--- src/rtl/sa_seq_ctrl.sv ---
// sa_seq_ctrl: layer sequencer for the CNN systolic array.
// Each layer runs in three phases:
//   PREFETCH - reads the weights in reverse address order and shifts them into the PEs.
//   FEED     - streams im2col pixels in raster order, with a per-row skew register.
//   DRAIN    - waits until every output beat is counted and the skew register is empty.
//
// Ports:
//   clk, rst            clock; synchronous active-high reset
//   i_start             starts a layer; only sampled in IDLE
//   i_stall             buffer backpressure; freezes sequencing
//   i_of_valid          one output beat from the array this cycle
//   o_w_rd_en/o_w_addr  weight buffer read enable and address
//   o_w_load            PE weight shift-in enable (read enable delayed by one cycle)
//   o_if_rd_en/o_if_addr feature buffer read enable and pixel index
//   o_skew_valid        per-array-row valid (skew register)
//   o_of_cnt            output beats received, saturating at the layer total
//   o_busy, o_done      busy level and one-cycle completion pulse
//   o_err               drain watchdog error
//
// Optional feature: define SA_SEQ_CTRL_TIMEOUT_EN to enable the drain watchdog.
// Without it, DRAIN waits indefinitely and o_err is tied low.
module sa_seq_ctrl #(
    parameter int unsigned WIDTH   = 128,
    parameter int unsigned HEIGHT  = 128,
    parameter int unsigned PORT    = 27,
    parameter int unsigned NUM_COL = 3,
    parameter int unsigned TIMEOUT = 1024
) (
    input  logic                                      clk,
    input  logic                                      rst,
    input  logic                                      i_start,
    input  logic                                      i_stall,
    input  logic                                      i_of_valid,
    output logic                                      o_w_rd_en,
    output logic [$clog2(PORT*NUM_COL)-1:0]           o_w_addr,
    output logic                                      o_w_load,
    output logic                                      o_if_rd_en,
    output logic [$clog2(WIDTH*HEIGHT)-1:0]           o_if_addr,
    output logic [PORT-1:0]                           o_skew_valid,
    output logic [$clog2(WIDTH*HEIGHT*NUM_COL+1)-1:0] o_of_cnt,
    output logic                                      o_busy,
    output logic                                      o_done,
    output logic                                      o_err
);

    localparam int unsigned W_LEN = PORT * NUM_COL;
    localparam int unsigned P_LEN = WIDTH * HEIGHT;
    localparam int unsigned O_LEN = P_LEN * NUM_COL;
    localparam int unsigned WA_W  = $clog2(W_LEN);
    localparam int unsigned PA_W  = $clog2(P_LEN);
    localparam int unsigned OC_W  = $clog2(O_LEN + 1);

    // Address ports need at least one bit, and the watchdog needs a nonzero limit.
    if (W_LEN < 2 || P_LEN < 2 || TIMEOUT < 1) begin : g_bad_params
        $error("sa_seq_ctrl: unsupported parameter set");
    end

    typedef enum logic [2:0] {
        S_IDLE,
        S_PREFETCH,
        S_FEED,
        S_DRAIN,
        S_DONE
    } state_t;

    state_t          state;
    logic            w_load_q;   // weight read issued on the last unstalled cycle
    logic [PORT-1:0] sr;         // skew register, shifts only on unstalled cycles
    logic            cnt_en;

`ifdef SA_SEQ_CTRL_TIMEOUT_EN
    localparam int unsigned WD_W = $clog2(TIMEOUT + 1);
    logic            err_q;
    logic [WD_W-1:0] wd_cnt;     // consecutive silent DRAIN cycles
    assign o_err = err_q;
`else
    assign o_err = 1'b0;
`endif

    // Stall gates the strobes in the same cycle. The underlying registers stay
    // frozen, so a strobe hidden by a stall is presented again after release.
    assign o_w_rd_en    = (state == S_PREFETCH) && !i_stall;
    assign o_if_rd_en   = (state == S_FEED) && !i_stall;
    assign o_w_load     = w_load_q && !i_stall;
    assign o_skew_valid = sr & {PORT{!i_stall}};

    // Output beats are counted in FEED and DRAIN, including stalled cycles.
    assign cnt_en = ((state == S_FEED) || (state == S_DRAIN)) && i_of_valid &&
                    (o_of_cnt != OC_W'(O_LEN));

    // Sequencer state, address counters, skew register and registered outputs.
    always_ff @(posedge clk) begin
        if (rst) begin
            state     <= S_IDLE;
            o_w_addr  <= '0;
            o_if_addr <= '0;
            o_of_cnt  <= '0;
            w_load_q  <= 1'b0;
            sr        <= '0;
            o_busy    <= 1'b0;
            o_done    <= 1'b0;
`ifdef SA_SEQ_CTRL_TIMEOUT_EN
            err_q     <= 1'b0;
            wd_cnt    <= '0;
`endif
        end else begin
            o_done <= 1'b0;
            if (cnt_en) begin
                o_of_cnt <= o_of_cnt + OC_W'(1);
            end

            case (state)
                S_IDLE: begin
                    if (i_start) begin
                        state    <= S_PREFETCH;
                        o_busy   <= 1'b1;
                        o_w_addr <= WA_W'(W_LEN - 1);
                        o_of_cnt <= '0;
`ifdef SA_SEQ_CTRL_TIMEOUT_EN
                        err_q    <= 1'b0;
                        wd_cnt   <= '0;
`endif
                    end
                end

                // Weights go out last-first so the first one read ends up deepest in the PE chain.
                S_PREFETCH: begin
                    if (!i_stall) begin
                        w_load_q <= 1'b1;
                        if (o_w_addr == '0) begin
                            state     <= S_FEED;
                            o_if_addr <= '0;
                        end else begin
                            o_w_addr <= o_w_addr - WA_W'(1);
                        end
                    end
                end

                S_FEED: begin
                    if (!i_stall) begin
                        w_load_q <= 1'b0;
                        sr       <= PORT'({sr, 1'b1});
                        if (o_if_addr == PA_W'(P_LEN - 1)) begin
                            state     <= S_DRAIN;
                            o_if_addr <= '0;
`ifdef SA_SEQ_CTRL_TIMEOUT_EN
                            wd_cnt    <= '0;
`endif
                        end else begin
                            o_if_addr <= o_if_addr + PA_W'(1);
                        end
                    end
                end

                S_DRAIN: begin
`ifdef SA_SEQ_CTRL_TIMEOUT_EN
                    if (i_of_valid) begin
                        wd_cnt <= '0;
                    end
`endif
                    if (!i_stall) begin
                        sr <= PORT'({sr, 1'b0});
                        if ((o_of_cnt == OC_W'(O_LEN)) && (sr == '0)) begin
                            state  <= S_DONE;
                            o_done <= 1'b1;
                        end
`ifdef SA_SEQ_CTRL_TIMEOUT_EN
                        else if (!i_of_valid) begin
                            if (wd_cnt == WD_W'(TIMEOUT - 1)) begin
                                state  <= S_DONE;
                                o_done <= 1'b1;
                                err_q  <= 1'b1;
                                sr     <= '0;
                            end else begin
                                wd_cnt <= wd_cnt + WD_W'(1);
                            end
                        end
`endif
                    end
                end

                S_DONE: begin
                    state  <= S_IDLE;
                    o_busy <= 1'b0;
                end

                default: begin
                    state  <= S_IDLE;
                    o_busy <= 1'b0;
                end
            endcase
        end
    end

endmodule

--- config.mk ---
export PLATFORM = sky130hd
export DESIGN_NAME = sa_seq_ctrl
export DESIGN_NICKNAME = d
export VERILOG_FILES = /design/src/rtl/sa_seq_ctrl.sv
export SDC_FILE = /design/constraint.sdc
export NUM_CORES = 1
export LEC_CHECK = 0
export BUFFER_PORTS_ARGS = -buffer_cell sky130_fd_sc_hd__buf_4
export CORE_AREA = 2 2 69 120
export DETAILED_ROUTE_END_ITERATION = 8
export DIE_AREA = 0 0 71 122
export GPL_ROUTABILITY_DRIVEN = 0
export PLACE_DENSITY = 0.79
export SYNTH_ARGS = -nofsm -noshare
export SYNTH_HDL_FRONTEND = slang
export SYNTH_SLANG_ARGS = --single-unit
--- constraint.sdc ---
create_clock -name clk -period 2.3 [get_ports clk]
set_input_delay 0.46 -clock clk [delete_from_list [all_inputs] [get_ports clk]]
set_output_delay 0.46 -clock clk [all_outputs]
set_load 0.005 [all_outputs]
==> impl_metrics.prom <==
# TYPE chip_impl_metric gauge
chip_impl_info{name="outcome",value="finished, final reports clean"} 1
chip_impl_info{name="crit_family",value="simple AND/OR/NAND/NOR gates"} 1
chip_impl_metric{name="ant_nets",unit=""} 0
chip_impl_info{name="holdCritPathClass",value="input port to flip-flop"} 1
chip_impl_info{name="end_kind",value="output pin"} 1
chip_impl_metric{name="worstHoldPathCells",unit=""} 3
chip_impl_metric{name="yosys_warnings",unit=""} 0
chip_impl_metric{name="remaining_drc_errors",unit=""} 0
chip_impl_metric{name="edff_count_synth",unit=""} 0
chip_impl_info{name="cts_tree",value="built"} 1
chip_impl_metric{name="cp.depth",unit=""} 3
chip_impl_metric{name="syn_area_per_cell",unit="sq um"} 7.98
chip_impl_metric{name="ys_types",unit=""} 48
chip_impl_metric{name="tritoncts.num_buffers",unit=""} 9
chip_impl_metric{name="leakagePower",unit="nW"} 1.68
chip_impl_info{name="root_buffer_master",value="sky130_fd_sc_hd__clkbuf_16"} 1
chip_impl_info{name="postSynth.topFlopCell",value="sky130_fd_sc_hd__dfxtp_1"} 1
chip_impl_metric{name="chipWidth",unit="um"} 71
chip_impl_metric{name="cts_sinks",unit=""} 70
chip_impl_metric{name="p_per_area",unit="nW/um^2"} 841
chip_impl_metric{name="ios",unit=""} 75
chip_impl_metric{name="syn2layout_area_growth",unit="%"} 26.5
chip_impl_metric{name="cts.reportedPaths.clkPinSlew",unit="ps"} 50
chip_impl_metric{name="detailedPlacementHpwl",unit="um"} 6120
chip_impl_info{name="mostFrequentLayoutCells",value="sky130_fd_sc_hd__buf_4 (85), sky130_fd_sc_hd__dfxtp_1 (70), sky130_fd_sc_hd__nand2_1 (65)"} 1
chip_impl_metric{name="final_min_period_over_clock_period",unit="%"} 91.3
chip_impl_metric{name="power.total",unit="mW"} 3.57
chip_impl_metric{name="dpl_worst_slack",unit="ps"} 199
chip_impl_metric{name="required",unit="ps"} 1840
chip_impl_metric{name="async_reset_ff_share",unit="%"} 0
chip_impl_metric{name="grt_antenna_before_repair",unit=""} 0
chip_impl_metric{name="setup_viol",unit=""} 0
chip_impl_metric{name="io_port_bufs",unit=""} 73
chip_impl_info{name="timing.critical_path.cells",value="or4b_1, inv_1, buf_4"} 1
chip_impl_metric{name="antenna_cells_inserted",unit=""} 0
chip_impl_metric{name="global_route_wire_length_before_repair",unit="um"} 13700
chip_impl_info{name="min-delay-start",value="i_start"} 1
chip_impl_metric{name="dieHeight",unit="um"} 122
chip_impl_metric{name="maxClockFrequency",unit="MHz"} 476
chip_impl_metric{name="max-slew-margin-rel",unit="%"} 64.7
chip_impl_metric{name="sw_frac_of_total",unit="%"} 31.1
chip_impl_metric{name="floorplan.initialDensity",unit="%"} 43.1
chip_impl_metric{name="post_synth_inst_count",unit=""} 421
chip_impl_metric{name="clk-insertion-delay-late",unit="ps"} 330
chip_impl_metric{name="finalClockSkew",unit="ps"} 5.17
chip_impl_metric{name="power.internal",unit="mW"} 2.46
chip_impl_info{name="crit_type",value="flip-flop to output pin"} 1
chip_impl_metric{name="maxCapViolations",unit=""} 0
chip_impl_metric{name="globalRoute.totalOverflow",unit=""} 0
chip_impl_metric{name="grt_pass1_vias",unit=""} 2981
chip_impl_metric{name="core_region_area",unit="sq um"} 7800
chip_impl_metric{name="r2r_setup_slack",unit="ps"} 270
chip_impl_metric{name="grt_start_max_net_pins",unit=""} 42
chip_impl_metric{name="rr_worst_depth",unit=""} 7
chip_impl_metric{name="layout-drive-gt1-share",unit="%"} 20.9
chip_impl_metric{name="synth_fp_nets",unit=""} 431
chip_impl_metric{name="timing.final.ws_setup",unit="ps"} 199
chip_impl_metric{name="post_cts.repair.setup_buffers",unit=""} 0
chip_impl_metric{name="die-area",unit="sq um"} 8660
chip_impl_metric{name="num_vias",unit=""} 3160
chip_impl_metric{name="htree_num_levels",unit=""} 3
chip_impl_info{name="timing.rr.end",value="o_if_addr[10]"} 1
chip_impl_metric{name="placementRows",unit=""} 43
chip_impl_metric{name="detailedRoute.firstPassIterationCount",unit=""} 5
chip_impl_metric{name="critPathBufInv",unit=""} 2
chip_impl_metric{name="hold_viol",unit=""} 0
chip_impl_metric{name="setup_tns",unit="ps"} 0
chip_impl_metric{name="ys_seq_elements",unit=""} 70
chip_impl_metric{name="slowest_delay",unit="ps"} 530
chip_impl_metric{name="finalMaxSlewViolations",unit=""} 0
chip_impl_info{name="critical_path.slowest_cell",value="sky130_fd_sc_hd__or4b_1"} 1
chip_impl_metric{name="min_period",unit="ps"} 2100
chip_impl_info{name="critPathLaunchType",value="flip-flop"} 1
chip_impl_info{name="whs_endpoint",value="o_busy"} 1
chip_impl_metric{name="area.sequential",unit="sq um"} 1400
chip_impl_metric{name="nNetsFinal",unit=""} 500
chip_impl_metric{name="critical_path_peak_fanout",unit=""} 11
chip_impl_info{name="critical_path.reg2reg.startpoint",value="o_if_addr[0]"} 1
chip_impl_metric{name="max-clock-path-buffers",unit=""} 2
chip_impl_metric{name="comb_power_share",unit="%"} 26.4
chip_impl_metric{name="net-switching-power",unit="mW"} 1.11
chip_impl_metric{name="clock_power_share",unit="%"} 34.1
chip_impl_metric{name="ir_worst_vdd",unit="uV"} 516
chip_impl_metric{name="seq_area_frac_synth",unit="%"} 41.7
chip_impl_metric{name="pwr-share-seq",unit="%"} 39.5
chip_impl_info{name="layout.cells.most_common",value="sky130_fd_sc_hd__buf_4"} 1
chip_impl_metric{name="multi_input_comb_area",unit="sq um"} 1810
chip_impl_metric{name="netlist_area_before_placement",unit="sq um"} 3360
chip_impl_info{name="setup_repair_after_global_routing_missed_its_margin",value="no"} 1
chip_impl_metric{name="grt_use_total",unit="%"} 19.9
chip_impl_metric{name="timing_worst_slew_pin_value",unit="ps"} 525
chip_impl_metric{name="routed_wirelength",unit="um"} 8250
chip_impl_metric{name="vias_per_cell",unit=""} 5.42
chip_impl_metric{name="critPathArrivalTime",unit="ps"} 1640
chip_impl_metric{name="detailedRoute.firstIterationViolations",unit=""} 174
chip_impl_metric{name="wire_per_inst",unit="um"} 14.2
chip_impl_metric{name="fill_cells",unit=""} 720
[worst max-delay path by stage]
stage	from	end	slack, ps
2_1_floorplan	i_stall	o_w_addr[4]	230
3_3_place_gp	i_stall	o_w_addr[4]	220
3_5_place_dp	i_stall	o_w_addr[4]	200
4_1_cts	state[0]	o_w_rd_en	190
5_1_grt	state[0]	o_w_rd_en	110
6_report	state[0]	o_w_rd_en	200
[Yosys cell counts (2+ instances only)]
cell type,number,area share [%]
sky130_fd_sc_hd__a211oi_1,2,0.45
sky130_fd_sc_hd__a21oi_1,39,5.8
sky130_fd_sc_hd__a31oi_1,2,0.37
sky130_fd_sc_hd__and2_1,3,0.56
sky130_fd_sc_hd__and3_1,6,1.1
sky130_fd_sc_hd__and4_1,3,0.78
sky130_fd_sc_hd__buf_2,5,0.74
sky130_fd_sc_hd__clkbuf_1,20,2.2
sky130_fd_sc_hd__dfxtp_1,70,42
sky130_fd_sc_hd__ha_1,5,1.9
sky130_fd_sc_hd__inv_1,10,1.1
sky130_fd_sc_hd__nand2_1,65,7.3
sky130_fd_sc_hd__nand2b_1,3,0.56
sky130_fd_sc_hd__nand3_1,19,2.8
sky130_fd_sc_hd__nand4_1,6,1.1
sky130_fd_sc_hd__nor2_1,36,4.0
sky130_fd_sc_hd__nor2b_1,31,5.8
sky130_fd_sc_hd__nor3_1,10,1.5
sky130_fd_sc_hd__nor3b_1,5,1.1
sky130_fd_sc_hd__nor4_1,14,2.6
sky130_fd_sc_hd__nor4b_1,3,0.78
sky130_fd_sc_hd__o21ai_0,4,0.60
sky130_fd_sc_hd__o31ai_1,3,0.67
sky130_fd_sc_hd__or3_1,4,0.74
sky130_fd_sc_hd__or4_1,2,0.45
sky130_fd_sc_hd__or4b_1,2,0.60
sky130_fd_sc_hd__xnor2_1,15,3.9
sky130_fd_sc_hd__xor2_1,14,3.6
[state kept, by name, summed over array words and instances (netlist names)]
name       count
o_done         1
o_busy         1
sr            27
state          3
o_w_addr       7
o_of_cnt      16
w_load_q       1
o_if_addr     14
[kinds of logic (layout without fill, tap and decap cells)]
logic type | count (synthesis) | count (layout) | share of synthesized area, %
other cells | 1 | 1 | 0.112
buf+inv | 37 | 109 | 4.65
simple gates | 221 | 221 | 33.9
mux | 1 | 1 | 0.298
xor+xnor | 29 | 29 | 7.56
fa+ha+maj | 5 | 5 | 1.86
flops | 70 | 70 | 41.7
compound gates | 57 | 57 | 9.94
[layout make-up]
cell class / instances / area share, %
Clock buffer: 12 / 5.80
Sequential cell: 70 / 33.0
Tap cell: 90 / 2.65
Multi-Input combinational cell: 314 / 42.5
Timing Repair Buffer: 85 / 15.0
Inverter: 10 / 0.883
Clock inverter: 2 / 0.235
[through the flow]
stage / instance area, sq um / util [%] / hold WS (ps) / instances
6_report: 4250 / 54.5 / 451 / 583
4_1_cts: 4250 / 54.5 / 457 / 583
5_1_grt: 4250 / 54.5 / 478 / 583
3_3_place_gp: 3990 / 51.2 / 458 / 569
2_1_floorplan: 3360 / - / 444 / 421
3_5_place_dp: 3990 / 51.2 / 472 / 569
[layer usage]
layer  vias to the layer above  track usage, %  routed length, um
li1                       1562               -                  -
met1                      1490            20.9               3130
met3                        17            3.06                365
met5                         -               0                  0
met2                        91            36.4               4520
met4                         0            12.1                234
[worst register-to-register path, stage by stage, from the launching register on]
cell                       delay (ps)
sky130_fd_sc_hd__dfxtp_1          390
sky130_fd_sc_hd__ha_1             230
sky130_fd_sc_hd__nand3_1          120
sky130_fd_sc_hd__nor4_1           480
sky130_fd_sc_hd__nor2_1           140
sky130_fd_sc_hd__o21bai_2         270
sky130_fd_sc_hd__buf_4            220
sky130_fd_sc_hd__nor2_1            60
[what timing repair did]
item                                    in CTS  in global routing
endpoints found under the setup margin       0                  6
gates resized for setup                      0                  1
hold buffers                                 0                  0
[power by group through the flow]
stage	logic (mW)	clock network, mW	registers (mW)
detailed placement	0.939	0	1.44
finish	0.944	1.22	1.41
global route	1.05	1.27	1.43
floorplan	0.653	0	1.40
CTS	0.946	1.24	1.41
global placement	0.918	0	1.44
No activity file was read; power rests on OpenSTA's default activity.
